File: src/rtl/tlul_a_arbiter_if.sv
// Bundle of TL-UL A- and D-channel signals for N parallel lanes.
// Multi-lane payloads are flattened: lane i occupies [i*W +: W].
//   modport master : drives A requests and D ready; receives A ready and D beats
//   modport slave  : receives A requests and D ready; drives A ready and D beats
interface tlul_a_arbiter_if #(
  parameter int N            = 1,
  parameter int OPCODE_WIDTH = 3,
  parameter int PARAM_WIDTH  = 3,
  parameter int SIZE_WIDTH   = 3,
  parameter int SRC_WIDTH    = 2,
  parameter int SINK_WIDTH   = 1,
  parameter int ADDR_WIDTH   = 32,
  parameter int DATA_WIDTH   = 32,
  parameter int MASK_WIDTH   = DATA_WIDTH/8
);
  logic [N-1:0]              a_valid;
  logic [N-1:0]              a_ready;
  logic [N*OPCODE_WIDTH-1:0] a_opcode;
  logic [N*PARAM_WIDTH-1:0]  a_param;
  logic [N*SIZE_WIDTH-1:0]   a_size;
  logic [N*SRC_WIDTH-1:0]    a_source;
  logic [N*ADDR_WIDTH-1:0]   a_address;
  logic [N*MASK_WIDTH-1:0]   a_mask;
  logic [N*DATA_WIDTH-1:0]   a_data;

  logic [N-1:0]              d_valid;
  logic [N-1:0]              d_ready;
  logic [N*OPCODE_WIDTH-1:0] d_opcode;
  logic [N*PARAM_WIDTH-1:0]  d_param;
  logic [N*SIZE_WIDTH-1:0]   d_size;
  logic [N*SRC_WIDTH-1:0]    d_source;
  logic [N*SINK_WIDTH-1:0]   d_sink;
  logic [N*DATA_WIDTH-1:0]   d_data;
  logic [N-1:0]              d_error;

  modport master (
    output a_valid, a_opcode, a_param, a_size, a_source, a_address, a_mask, a_data, d_ready,
    input  a_ready, d_valid, d_opcode, d_param, d_size, d_source, d_sink, d_data, d_error
  );

  modport slave (
    input  a_valid, a_opcode, a_param, a_size, a_source, a_address, a_mask, a_data, d_ready,
    output a_ready, d_valid, d_opcode, d_param, d_size, d_source, d_sink, d_data, d_error
  );
endinterface

File: src/rtl/tlul_a_arbiter.sv
// Round-robin TL-UL arbiter: NUM_MASTERS requesters share one slave port.
// One A request at a time is captured into a registered output stage and sent
// with the master index as source; D beats are routed back by source with the
// master's original source ID restored. One outstanding request per master.
// Ports:
//   clk_100, reset_n : clock, asynchronous active-low reset
//   mst              : per-master A/D lanes (arbiter is the slave side)
//   slv              : single slave A/D lane (arbiter is the master side)
//   d_unexpected     : one-cycle pulse after an unroutable D beat was dropped
module tlul_a_arbiter #(
  parameter int NUM_MASTERS  = 3,
  parameter int OPCODE_WIDTH = 3,
  parameter int PARAM_WIDTH  = 3,
  parameter int SIZE_WIDTH   = 3,
  parameter int SRC_WIDTH    = 2,
  parameter int SINK_WIDTH   = 1,
  parameter int ADDR_WIDTH   = 32,
  parameter int DATA_WIDTH   = 32,
  parameter int MASK_WIDTH   = DATA_WIDTH/8
) (
  input  logic              clk_100,
  input  logic              reset_n,
  tlul_a_arbiter_if.slave   mst,
  tlul_a_arbiter_if.master  slv,
  output logic              d_unexpected
);
  localparam int GW = (NUM_MASTERS > 1) ? $clog2(NUM_MASTERS) : 1;

  typedef enum logic {IDLE, SEND} state_e;

  state_e                  state_q, state_d;
  logic [NUM_MASTERS-1:0]  pending_q, pending_d;
  logic [GW-1:0]           last_grant_q, last_grant_d;
  logic [SRC_WIDTH-1:0]    src_tbl_q [NUM_MASTERS];
  logic [SRC_WIDTH-1:0]    src_tbl_d [NUM_MASTERS];
  logic [OPCODE_WIDTH-1:0] a_opcode_q, a_opcode_d;
  logic [PARAM_WIDTH-1:0]  a_param_q, a_param_d;
  logic [SIZE_WIDTH-1:0]   a_size_q, a_size_d;
  logic [SRC_WIDTH-1:0]    a_source_q, a_source_d;
  logic [ADDR_WIDTH-1:0]   a_address_q, a_address_d;
  logic [MASK_WIDTH-1:0]   a_mask_q, a_mask_d;
  logic [DATA_WIDTH-1:0]   a_data_q, a_data_d;
  logic                    d_unexpected_q, d_unexpected_d;

  logic [NUM_MASTERS-1:0]  eligible;
  logic                    found;
  logic [GW-1:0]           winner;
  logic                    a_hs;
  logic                    d_routed;
  logic [GW-1:0]           d_sel;
  logic                    d_hs;

  assign eligible = mst.a_valid & ~pending_q;

  // Round-robin search starting just after the last granted master.
  always_comb begin
    int cand;
    found  = 1'b0;
    winner = '0;
    cand   = 0;
    for (int k = 0; k < NUM_MASTERS; k++) begin
      cand = (int'(last_grant_q) + 1 + k) % NUM_MASTERS;
      if (!found && eligible[cand]) begin
        found  = 1'b1;
        winner = GW'(cand);
      end
    end
  end

  // A winner only exists when it is valid, so ready implies the handshake.
  assign a_hs = (state_q == IDLE) && found;

  always_comb begin
    mst.a_ready = '0;
    if (a_hs) mst.a_ready[winner] = 1'b1;
  end

  // D routing: only sources that name a master with a pending request.
  always_comb begin
    d_routed     = 1'b0;
    d_sel        = '0;
    mst.d_valid  = '0;
    mst.d_opcode = '0;
    mst.d_param  = '0;
    mst.d_size   = '0;
    mst.d_source = '0;
    mst.d_sink   = '0;
    mst.d_data   = '0;
    mst.d_error  = '0;
    slv.d_ready  = 1'b1;
    for (int i = 0; i < NUM_MASTERS; i++) begin
      if (slv.d_source == SRC_WIDTH'(i) && pending_q[i]) begin
        d_routed = 1'b1;
        d_sel    = GW'(i);
        mst.d_valid[i]                              = slv.d_valid;
        mst.d_opcode[i*OPCODE_WIDTH +: OPCODE_WIDTH] = slv.d_opcode;
        mst.d_param[i*PARAM_WIDTH +: PARAM_WIDTH]    = slv.d_param;
        mst.d_size[i*SIZE_WIDTH +: SIZE_WIDTH]       = slv.d_size;
        mst.d_source[i*SRC_WIDTH +: SRC_WIDTH]       = src_tbl_q[i];
        mst.d_sink[i*SINK_WIDTH +: SINK_WIDTH]       = slv.d_sink;
        mst.d_data[i*DATA_WIDTH +: DATA_WIDTH]       = slv.d_data;
        mst.d_error[i]                              = slv.d_error;
        slv.d_ready                                 = mst.d_ready[i];
      end
    end
  end

  assign d_hs = d_routed && slv.d_valid && mst.d_ready[d_sel];

  // Next-state and register updates. The D clear and A set never hit the same
  // master in one cycle because a pending master is never eligible.
  always_comb begin
    int w;
    w              = int'(winner);
    state_d        = state_q;
    pending_d      = pending_q;
    last_grant_d   = last_grant_q;
    src_tbl_d      = src_tbl_q;
    a_opcode_d     = a_opcode_q;
    a_param_d      = a_param_q;
    a_size_d       = a_size_q;
    a_source_d     = a_source_q;
    a_address_d    = a_address_q;
    a_mask_d       = a_mask_q;
    a_data_d       = a_data_q;
    d_unexpected_d = slv.d_valid && !d_routed;

    if (d_hs) pending_d[d_sel] = 1'b0;

    case (state_q)
      IDLE: begin
        if (a_hs) begin
          state_d           = SEND;
          pending_d[winner] = 1'b1;
          last_grant_d      = winner;
          src_tbl_d[w]      = mst.a_source[w*SRC_WIDTH +: SRC_WIDTH];
          a_opcode_d        = mst.a_opcode[w*OPCODE_WIDTH +: OPCODE_WIDTH];
          a_param_d         = mst.a_param[w*PARAM_WIDTH +: PARAM_WIDTH];
          a_size_d          = mst.a_size[w*SIZE_WIDTH +: SIZE_WIDTH];
          a_source_d        = SRC_WIDTH'(w);
          a_address_d       = mst.a_address[w*ADDR_WIDTH +: ADDR_WIDTH];
          a_mask_d          = mst.a_mask[w*MASK_WIDTH +: MASK_WIDTH];
          a_data_d          = mst.a_data[w*DATA_WIDTH +: DATA_WIDTH];
        end
      end
      SEND: begin
        if (slv.a_ready) state_d = IDLE;
      end
      default: state_d = IDLE;
    endcase
  end

  always_ff @(posedge clk_100 or negedge reset_n) begin
    if (!reset_n) begin
      state_q        <= IDLE;
      pending_q      <= '0;
      last_grant_q   <= GW'(NUM_MASTERS - 1);
      for (int i = 0; i < NUM_MASTERS; i++) src_tbl_q[i] <= '0;
      a_opcode_q     <= '0;
      a_param_q      <= '0;
      a_size_q       <= '0;
      a_source_q     <= '0;
      a_address_q    <= '0;
      a_mask_q       <= '0;
      a_data_q       <= '0;
      d_unexpected_q <= 1'b0;
    end else begin
      state_q        <= state_d;
      pending_q      <= pending_d;
      last_grant_q   <= last_grant_d;
      src_tbl_q      <= src_tbl_d;
      a_opcode_q     <= a_opcode_d;
      a_param_q      <= a_param_d;
      a_size_q       <= a_size_d;
      a_source_q     <= a_source_d;
      a_address_q    <= a_address_d;
      a_mask_q       <= a_mask_d;
      a_data_q       <= a_data_d;
      d_unexpected_q <= d_unexpected_d;
    end
  end

  assign slv.a_valid   = (state_q == SEND);
  assign slv.a_opcode  = a_opcode_q;
  assign slv.a_param   = a_param_q;
  assign slv.a_size    = a_size_q;
  assign slv.a_source  = a_source_q;
  assign slv.a_address = a_address_q;
  assign slv.a_mask    = a_mask_q;
  assign slv.a_data    = a_data_q;
  assign d_unexpected  = d_unexpected_q;
endmodule

File: src/flat_wrapper.sv
// flat-port wrapper written by rule: the top's interface ports become plain ports
module tlul_a_arbiter_flat 
#(
  parameter int NUM_MASTERS  = 3,
  parameter int OPCODE_WIDTH = 3,
  parameter int PARAM_WIDTH  = 3,
  parameter int SIZE_WIDTH   = 3,
  parameter int SRC_WIDTH    = 2,
  parameter int SINK_WIDTH   = 1,
  parameter int ADDR_WIDTH   = 32,
  parameter int DATA_WIDTH   = 32,
  parameter int MASK_WIDTH   = DATA_WIDTH/8
)
  (clk_100, reset_n, d_unexpected, mst_a_valid, mst_a_opcode, mst_a_param, mst_a_size, mst_a_source, mst_a_address, mst_a_mask, mst_a_data, mst_d_ready, mst_a_ready, mst_d_valid, mst_d_opcode, mst_d_param, mst_d_size, mst_d_source, mst_d_sink, mst_d_data, mst_d_error, slv_a_valid, slv_a_opcode, slv_a_param, slv_a_size, slv_a_source, slv_a_address, slv_a_mask, slv_a_data, slv_d_ready, slv_a_ready, slv_d_valid, slv_d_opcode, slv_d_param, slv_d_size, slv_d_source, slv_d_sink, slv_d_data, slv_d_error);
  tlul_a_arbiter_if #(.N(3), .OPCODE_WIDTH(OPCODE_WIDTH), .PARAM_WIDTH(PARAM_WIDTH), .SIZE_WIDTH(SIZE_WIDTH), .SRC_WIDTH(SRC_WIDTH), .SINK_WIDTH(SINK_WIDTH), .ADDR_WIDTH(ADDR_WIDTH), .DATA_WIDTH(DATA_WIDTH), .MASK_WIDTH(MASK_WIDTH)) mst_i ();
  tlul_a_arbiter_if #(.N(1), .OPCODE_WIDTH(OPCODE_WIDTH), .PARAM_WIDTH(PARAM_WIDTH), .SIZE_WIDTH(SIZE_WIDTH), .SRC_WIDTH(SRC_WIDTH), .SINK_WIDTH(SINK_WIDTH), .ADDR_WIDTH(ADDR_WIDTH), .DATA_WIDTH(DATA_WIDTH), .MASK_WIDTH(MASK_WIDTH)) slv_i ();
  input  logic clk_100;
  input  logic reset_n;
  output logic d_unexpected;
  input wire logic [$bits(mst_i.a_valid)-1:0] mst_a_valid;
  input wire logic [$bits(mst_i.a_opcode)-1:0] mst_a_opcode;
  input wire logic [$bits(mst_i.a_param)-1:0] mst_a_param;
  input wire logic [$bits(mst_i.a_size)-1:0] mst_a_size;
  input wire logic [$bits(mst_i.a_source)-1:0] mst_a_source;
  input wire logic [$bits(mst_i.a_address)-1:0] mst_a_address;
  input wire logic [$bits(mst_i.a_mask)-1:0] mst_a_mask;
  input wire logic [$bits(mst_i.a_data)-1:0] mst_a_data;
  input wire logic [$bits(mst_i.d_ready)-1:0] mst_d_ready;
  output wire logic [$bits(mst_i.a_ready)-1:0] mst_a_ready;
  output wire logic [$bits(mst_i.d_valid)-1:0] mst_d_valid;
  output wire logic [$bits(mst_i.d_opcode)-1:0] mst_d_opcode;
  output wire logic [$bits(mst_i.d_param)-1:0] mst_d_param;
  output wire logic [$bits(mst_i.d_size)-1:0] mst_d_size;
  output wire logic [$bits(mst_i.d_source)-1:0] mst_d_source;
  output wire logic [$bits(mst_i.d_sink)-1:0] mst_d_sink;
  output wire logic [$bits(mst_i.d_data)-1:0] mst_d_data;
  output wire logic [$bits(mst_i.d_error)-1:0] mst_d_error;
  output wire logic [$bits(slv_i.a_valid)-1:0] slv_a_valid;
  output wire logic [$bits(slv_i.a_opcode)-1:0] slv_a_opcode;
  output wire logic [$bits(slv_i.a_param)-1:0] slv_a_param;
  output wire logic [$bits(slv_i.a_size)-1:0] slv_a_size;
  output wire logic [$bits(slv_i.a_source)-1:0] slv_a_source;
  output wire logic [$bits(slv_i.a_address)-1:0] slv_a_address;
  output wire logic [$bits(slv_i.a_mask)-1:0] slv_a_mask;
  output wire logic [$bits(slv_i.a_data)-1:0] slv_a_data;
  output wire logic [$bits(slv_i.d_ready)-1:0] slv_d_ready;
  input wire logic [$bits(slv_i.a_ready)-1:0] slv_a_ready;
  input wire logic [$bits(slv_i.d_valid)-1:0] slv_d_valid;
  input wire logic [$bits(slv_i.d_opcode)-1:0] slv_d_opcode;
  input wire logic [$bits(slv_i.d_param)-1:0] slv_d_param;
  input wire logic [$bits(slv_i.d_size)-1:0] slv_d_size;
  input wire logic [$bits(slv_i.d_source)-1:0] slv_d_source;
  input wire logic [$bits(slv_i.d_sink)-1:0] slv_d_sink;
  input wire logic [$bits(slv_i.d_data)-1:0] slv_d_data;
  input wire logic [$bits(slv_i.d_error)-1:0] slv_d_error;
  assign mst_i.a_valid = mst_a_valid;
  assign mst_i.a_opcode = mst_a_opcode;
  assign mst_i.a_param = mst_a_param;
  assign mst_i.a_size = mst_a_size;
  assign mst_i.a_source = mst_a_source;
  assign mst_i.a_address = mst_a_address;
  assign mst_i.a_mask = mst_a_mask;
  assign mst_i.a_data = mst_a_data;
  assign mst_i.d_ready = mst_d_ready;
  assign mst_a_ready = mst_i.a_ready;
  assign mst_d_valid = mst_i.d_valid;
  assign mst_d_opcode = mst_i.d_opcode;
  assign mst_d_param = mst_i.d_param;
  assign mst_d_size = mst_i.d_size;
  assign mst_d_source = mst_i.d_source;
  assign mst_d_sink = mst_i.d_sink;
  assign mst_d_data = mst_i.d_data;
  assign mst_d_error = mst_i.d_error;
  assign slv_a_valid = slv_i.a_valid;
  assign slv_a_opcode = slv_i.a_opcode;
  assign slv_a_param = slv_i.a_param;
  assign slv_a_size = slv_i.a_size;
  assign slv_a_source = slv_i.a_source;
  assign slv_a_address = slv_i.a_address;
  assign slv_a_mask = slv_i.a_mask;
  assign slv_a_data = slv_i.a_data;
  assign slv_d_ready = slv_i.d_ready;
  assign slv_i.a_ready = slv_a_ready;
  assign slv_i.d_valid = slv_d_valid;
  assign slv_i.d_opcode = slv_d_opcode;
  assign slv_i.d_param = slv_d_param;
  assign slv_i.d_size = slv_d_size;
  assign slv_i.d_source = slv_d_source;
  assign slv_i.d_sink = slv_d_sink;
  assign slv_i.d_data = slv_d_data;
  assign slv_i.d_error = slv_d_error;
  tlul_a_arbiter #(.NUM_MASTERS(NUM_MASTERS), .OPCODE_WIDTH(OPCODE_WIDTH), .PARAM_WIDTH(PARAM_WIDTH), .SIZE_WIDTH(SIZE_WIDTH), .SRC_WIDTH(SRC_WIDTH), .SINK_WIDTH(SINK_WIDTH), .ADDR_WIDTH(ADDR_WIDTH), .DATA_WIDTH(DATA_WIDTH), .MASK_WIDTH(MASK_WIDTH)) u_core (.clk_100(clk_100), .reset_n(reset_n), .mst(mst_i), .slv(slv_i), .d_unexpected(d_unexpected));
endmodule
File: config.mk
export PLATFORM = sky130hd
export DESIGN_NAME = tlul_a_arbiter_flat
export DESIGN_NICKNAME = d
export VERILOG_FILES = /design/src/rtl/tlul_a_arbiter_if.sv /design/src/rtl/tlul_a_arbiter.sv /design/src/flat_wrapper.sv
export SDC_FILE = /design/constraint.sdc
export NUM_CORES = 1
export LEC_CHECK = 0
export BUFFER_PORTS_ARGS = -buffer_cell sky130_fd_sc_hd__buf_2
export CORE_AREA = 2 2 198 200
export CTS_CLUSTER_SIZE = 40
export DETAILED_ROUTE_END_ITERATION = 8
export DIE_AREA = 0 0 200 202
export PLACE_DENSITY = 0.39
export SETUP_SLACK_MARGIN = 0.02
export SYNTH_ARGS = -nofsm -noshare
export SYNTH_HDL_FRONTEND = slang
export SYNTH_SLANG_ARGS = --single-unit
File: constraint.sdc
create_clock -name clk_100 -period 2.79 [get_ports clk_100]
set_input_delay 0.558 -clock clk_100 [delete_from_list [all_inputs] [get_ports clk_100]]
set_output_delay 0.558 -clock clk_100 [all_outputs]
set_load 0.01 [all_outputs]
Word-level counts from Yosys, hierarchy flattened

Index checks and enable logic that the tools add are counted.

Register bits after elaboration: 92
Output and inout bits: 223
Logic and storage cells: 126

Add/sub/neg operators: 3
Multipliers: 1
Div/mod/pow operators: 3
Order comparisons: 9
Equality and inequality tests: 2
Shifts and indexed selects: 7
Muxes and demuxes: 63
Bitwise gates (word level): 7
Reductions and logical operators: 17

Operators with widths:

| cell                    | count |
|---|---|
| $shiftx A96 B8 Y32      | 2 |
| $lt A32 B4 Y1 const B   | 3 |
| $mod A32 B3 Y32 const B | 3 |
| $mux W32                | 3 |
| $shiftx A9 B32 Y3       | 3 |
| $mux W3                 | 13 |
| $add A32 B2 Y32 const B | 1 |
| $add A32 B3 Y32 const B | 1 |
| $ge A32 B3 Y1 const B   | 1 |
| $lt A32 B1 Y1 const B   | 1 |
| $not A2 Y32             | 1 |
| $mux W1                 | 30 |
| $mux W2                 | 8 |
| $logic_and A1 B1 Y1     | 12 |
| $shiftx A12 B5 Y4       | 1 |
| $bmux W1 S2             | 4 |
| $and A3 B3 Y3           | 2 |
| $bwmux W6               | 1 |
| $lt A2 B3 Y1 const B    | 2 |
| $not A3 Y3              | 2 |
| $shiftx A6 B4 Y2        | 1 |
| $demux W1 S2            | 2 |
| $demux W2 S2            | 1 |
| $ge A2 B1 Y1 const B    | 2 |
| other kinds (10)        | 12 |

Logic depth before layout (Yosys ltp)

Depth after elaboration: 19
Mapped depth: 12

Worst setup path before layout

Ideal clock, no wire load.

Path type: flip-flop to output port
Start point: reg u_core.slv.a_source[0] (netlist name)
End point: out mst_a_ready[2]
Data arrival time: 2.450 ns
Data required time: 2.232 ns
Setup slack: -0.218 ns
Stages on the path, launching flop included: 8
Path buffers: 1
Path through: dfrtp_1 -> inv_1 -> ha_1 -> or2_1 -> a311o_1 -> or4_1 -> a221oi_4 -> buf_2

RTL lines:

| what      | RTL line           | RTL |
|---|---|---|
| to (decl) | flat_wrapper.sv:29 | `output wire logic [$bits(mst_i.a_ready)-1:0] mst_a_ready;` |

Worst setup path in the final report

Start point: reg u_core.last_grant_q[1]
End point: out mst_a_ready[0]

Cells in the longest elaborated chain, start to end: 17
Elaborated cells between the ends (all ways): 32

Ends and longest elaborated chain:

| what                                                                     | RTL line              | RTL |
|---|---|---|
| from (decl)                                                              | tlul_a_arbiter.sv:33  | `logic [GW-1:0] last_grant_q, last_grant_d;` |
| from (signal assigned)                                                   | tlul_a_arbiter.sv:157 | `last_grant_q <= GW'(NUM_MASTERS - 1);` |
| from (signal assigned)                                                   | tlul_a_arbiter.sv:170 | `last_grant_q <= last_grant_d;` |
| $add A2 B1 Y3 (*)                                                        | tlul_a_arbiter.sv:62  | `cand = (int'(last_grant_q) + 1 + k) % NUM_MASTERS;` |
| parallel branches: the longest is 15 deep, another holds $add A32 B2 Y32 | -                     |  |
| $mux W3 (*)                                                              | tlul_a_arbiter.sv:75  | `if (a_hs) mst.a_ready[winner] = 1'b1;` |

Every way passes the cells marked *. The select of a mux whose other input is x is not followed.

==> impl_results.md <==
- Register bit total from synthesis: ~90
- Cells after DPL: 1635
- Worst EP required: between 2 and 2.5 ns
- PD cells: 941.5 nW/µm²
- Final Max Slew Viols: 0
- Post-synth EDFFs: 0
- Clock root cell: clkbuf_16
- Fmax achieved: 318.3 MHz
- Dominant cells by area after synthesis: dfrtp_1, and2_1, mux2i_1
- Initial core utilization: between 15 and 20%
- Crit-path max cell delay: 0.57 ns
- Largest family of logic cells by synthesized area: compound AO/OA/AOI/OAI gates
- Final ANT Viol Nets: 0
- Seq/Total Area, Yosys: 39.45%
- Status: complete, but fails checks
- M1 WL: 12.76 mm
- Slowest stage cell, crit path: dfstp_2
- Port bufs: 514
- Fin. Hold Viols: 0
- Finish-stage setup viols: 82
- Worst hold path class: primary input to asynchronous set/reset pin
- Placed Area: 9263 µm²
- Xor-xnor portion of the synthesized cell area: 0%
- CP most frequent cell: buf_4
- Synth Area in Compound Gates: 20.04%
- Die height: a little over 200 µm
- Met2 wire length: 15.94 mm
- Final WL: ~31 mm
- Layout cells sized above 1: 62.48%
- DRT iter0 DRCs: between 200 and 250
- Commonest cells after routing, fill and taps aside: buf_2, and2_1, dfrtp_1, a22oi_2, o21ai_1
- # IOs: 515
- Vias in the first global route: 6932
- GR Overflow Total: 0
- Residual DRC: 0
- Setup WS post-layout: -0.3513 ns
- Post-synthesis simple-gate area fraction: 19.48%
- R2R setup slack: -0.16 ns
- Maxcap violations: 0
- Layout Skew: 0.01661 ns
- Leakage power: between 5 and 6 nW
- Startpoint Class: register
- Final period util: 112.6%
- Initial antenna violation count: 9
- Met3 routed WL: 2.014 mm
- Sink Count: 91
- Routed len/inst: 18.54 µm
- Synth async-reset ratio: 100.0%
- FF-to-FF path depth: 10
- Worst setup endpoint: mst_a_ready[0]
- Yosys synthesis warning count: 0
- CTS H-Tree Depth: 3
- Peak VDD IR: ~410 µV
- Worst-path clk slew: 0.07 ns
- Critical Path, Cell by Cell: ha_4 > buf_4 > buf_4 > nand2b_1 > o22ai_4 > nor4bb_2 > mux2i_1 > nand2_1 > inv_2 > buf_6
- Design area: 10850 µm²
- Largest area contributor in the netlist: dfrtp_1
- Yosys cell types: 43
- Worst-margin pin slew: 0.5219 ns
- Setup Crit Path Kind: register to output pin
- CTS tree: done
- GP Congestion: 0.7845
- Insertion delay to the later sink of the worst-skew pair: 0.36 ns
- Final nets: 1461
- Hold Buf Count CTS: 0
- Fin crit period: between 3 and 4 ns
- Total power: 10.22 mW
- Syn-to-layout area delta: 87.93%
- Synth Cell Area: ~5800 µm²
- Uppermost layer routed: met5
- Ys flop type: dfrtp_1
- FP Rows: a little over 70
- Dpl hpwl: 23.85 mm
- Die X: approximately 200 µm
- Largest net degree at the start of global routing: 49
- Worst r2r dst: u_core.src_tbl_q[1]
- Syn_nets: 903
- Setup_tns: -7.586 ns
- Pre-CTS setup slack: -0.1225 ns
- R2r startpoint: u_core.last_grant_q[1]
- Vias/cell: 4.082
- Cell Count, Final, Fillers Out: 1695
- Arrival time worst endpoint: 2.58 ns
- Core Util, Final: 28.35%
- Core area: approximately 38000 µm²
- Commonest non-fill, non-tap cell in the layout: buf_2
- Post-synthesis mux area share: 15.08%
- Worst-path maximum fanout: 6
- Max_slew headroom: 65.21%
- Share of the synthesized area in the top cell type: between 30 and 40%
- Num CTS Buffers: 9
- TritonRoute pass-1 iters: 6
- Global-route usage over all layers: 14.55%
- Unrepaired setup endpoints after global routing: yes
- Crit end category: output pin
- First-pass GRT wire length: 43.27 mm
- Mapped Avg Cell Area: 9.515 µm²
- Critical Path Start: u_core.last_grant_q[1]
- Die area: about 40000 µm²
- Longest Clk Path Bufs: 2
- Syn Inst Count: slightly above 600
- Hold slack: 0.05202 ns
- Failing checks: negative setup slack
- Vias: 6919
- Adder-cell share of the synthesized area: approximately 1.0%
critical path, delay by kind of cell (launching register included):
family / cells / cell delay [ns]
buf+inv: 4 / 0.46
flops: 1 / 0.57
mux: 1 / 0.28
compound gates: 1 / 0.11
fa+ha+maj: 1 / 0.21
simple gates: 3 / 0.61
how the worst min path moves through the flow:
stage / start / endpoint / slack (ns) / depth (start not counted)
after global placement: reset_n / u_core.slv.a_address[0] / 0.43 / 1
final: reset_n / u_core.slv.a_address[10] / 0.05 / 1
after detailed placement: reset_n / u_core.slv.a_address[10] / 0.44 / 1
after floorplan: reset_n / u_core.d_unexpected / 0.26 / 0
after global routing: reset_n / u_core.slv.a_address[10] / 0.04 / 1
after CTS: reset_n / u_core.slv.a_address[0] / 0.04 / 1
timing repair:
action / in CTS / in global routing
gates cloned: 10 / 5
pin swaps: 4 / 5
resized for setup: 181 / 74
setup buffers: 19 / 15
endpoints found under the hold margin: 0 / 0
endpoints found under the setup margin: 83 / 85
layout make-up:
cell class                      count  area, µm²
Clock buffer                       11      252.7
Multi-Input combinational cell    451       3766
Antenna cell                        7      17.52
Timing Repair Buffer              600       3761
Tap cell                          518      648.1
Clock inverter                      5      83.83
Fill cell                        4152      27430
Sequential cell                    91       2280
Inverter                           12      45.04
kinds of logic after synthesis:
family                   Yosys count
AO/OA/AOI/OAI                    179
adder cells (fa/ha/maj)            5
buffers and inverters             65
flip-flops                        91
AND/OR/NAND/NOR                  181
multiplexers                      86
where the power goes:
part           switching, mW  internal [mW]  total, mW  leakage (nW)
Clock                  0.597          0.840       1.44         0.158
Sequential             0.398           1.89       2.29          1.16
Combinational           3.24           3.25       6.49          4.12
synth_stat cells, types with 2 or more instances:
library cell	n
a22oi_1	77
nor2b_1	2
buf_2	14
buf_4	6
a21oi_1	3
a211o_1	2
inv_1	12
nand4_1	2
o21ai_0	77
and3b_1	2
nor2_1	3
and2_1	138
ha_1	4
nor4bb_1	4
dfrtp_1	90
nor3b_1	3
nand2_1	13
nor4b_1	3
clkbuf_1	33
nand3_1	2
nand2b_1	5
a21o_1	2
or4_1	2
o21ai_1	6
mux2i_1	78
mux2_2	7
state kept, by name (all words and copies together) (netlist names):
signal / count
u_core.pending_q: 3
u_core.last_grant_q: 1
u_core.slv.a_opcode: 3
u_core.slv.a_valid: 1
u_core.slv.a_data: 32
u_core.slv.a_param: 3
u_core.slv.a_mask: 4
u_core.slv.a_size: 3
u_core.slv.a_address: 32
u_core.src_tbl_q: 6
u_core.slv.a_source: 2
u_core.d_unexpected: 1
layer usage:
layer  global-route usage (%)  up-vias
met5                        0        -
met4                    5.238        2
met3                    3.120       27
met2                    26.75      327
met1                    16.31     3265
li1                         -     3298
Power figures use the tool's default switching activity.
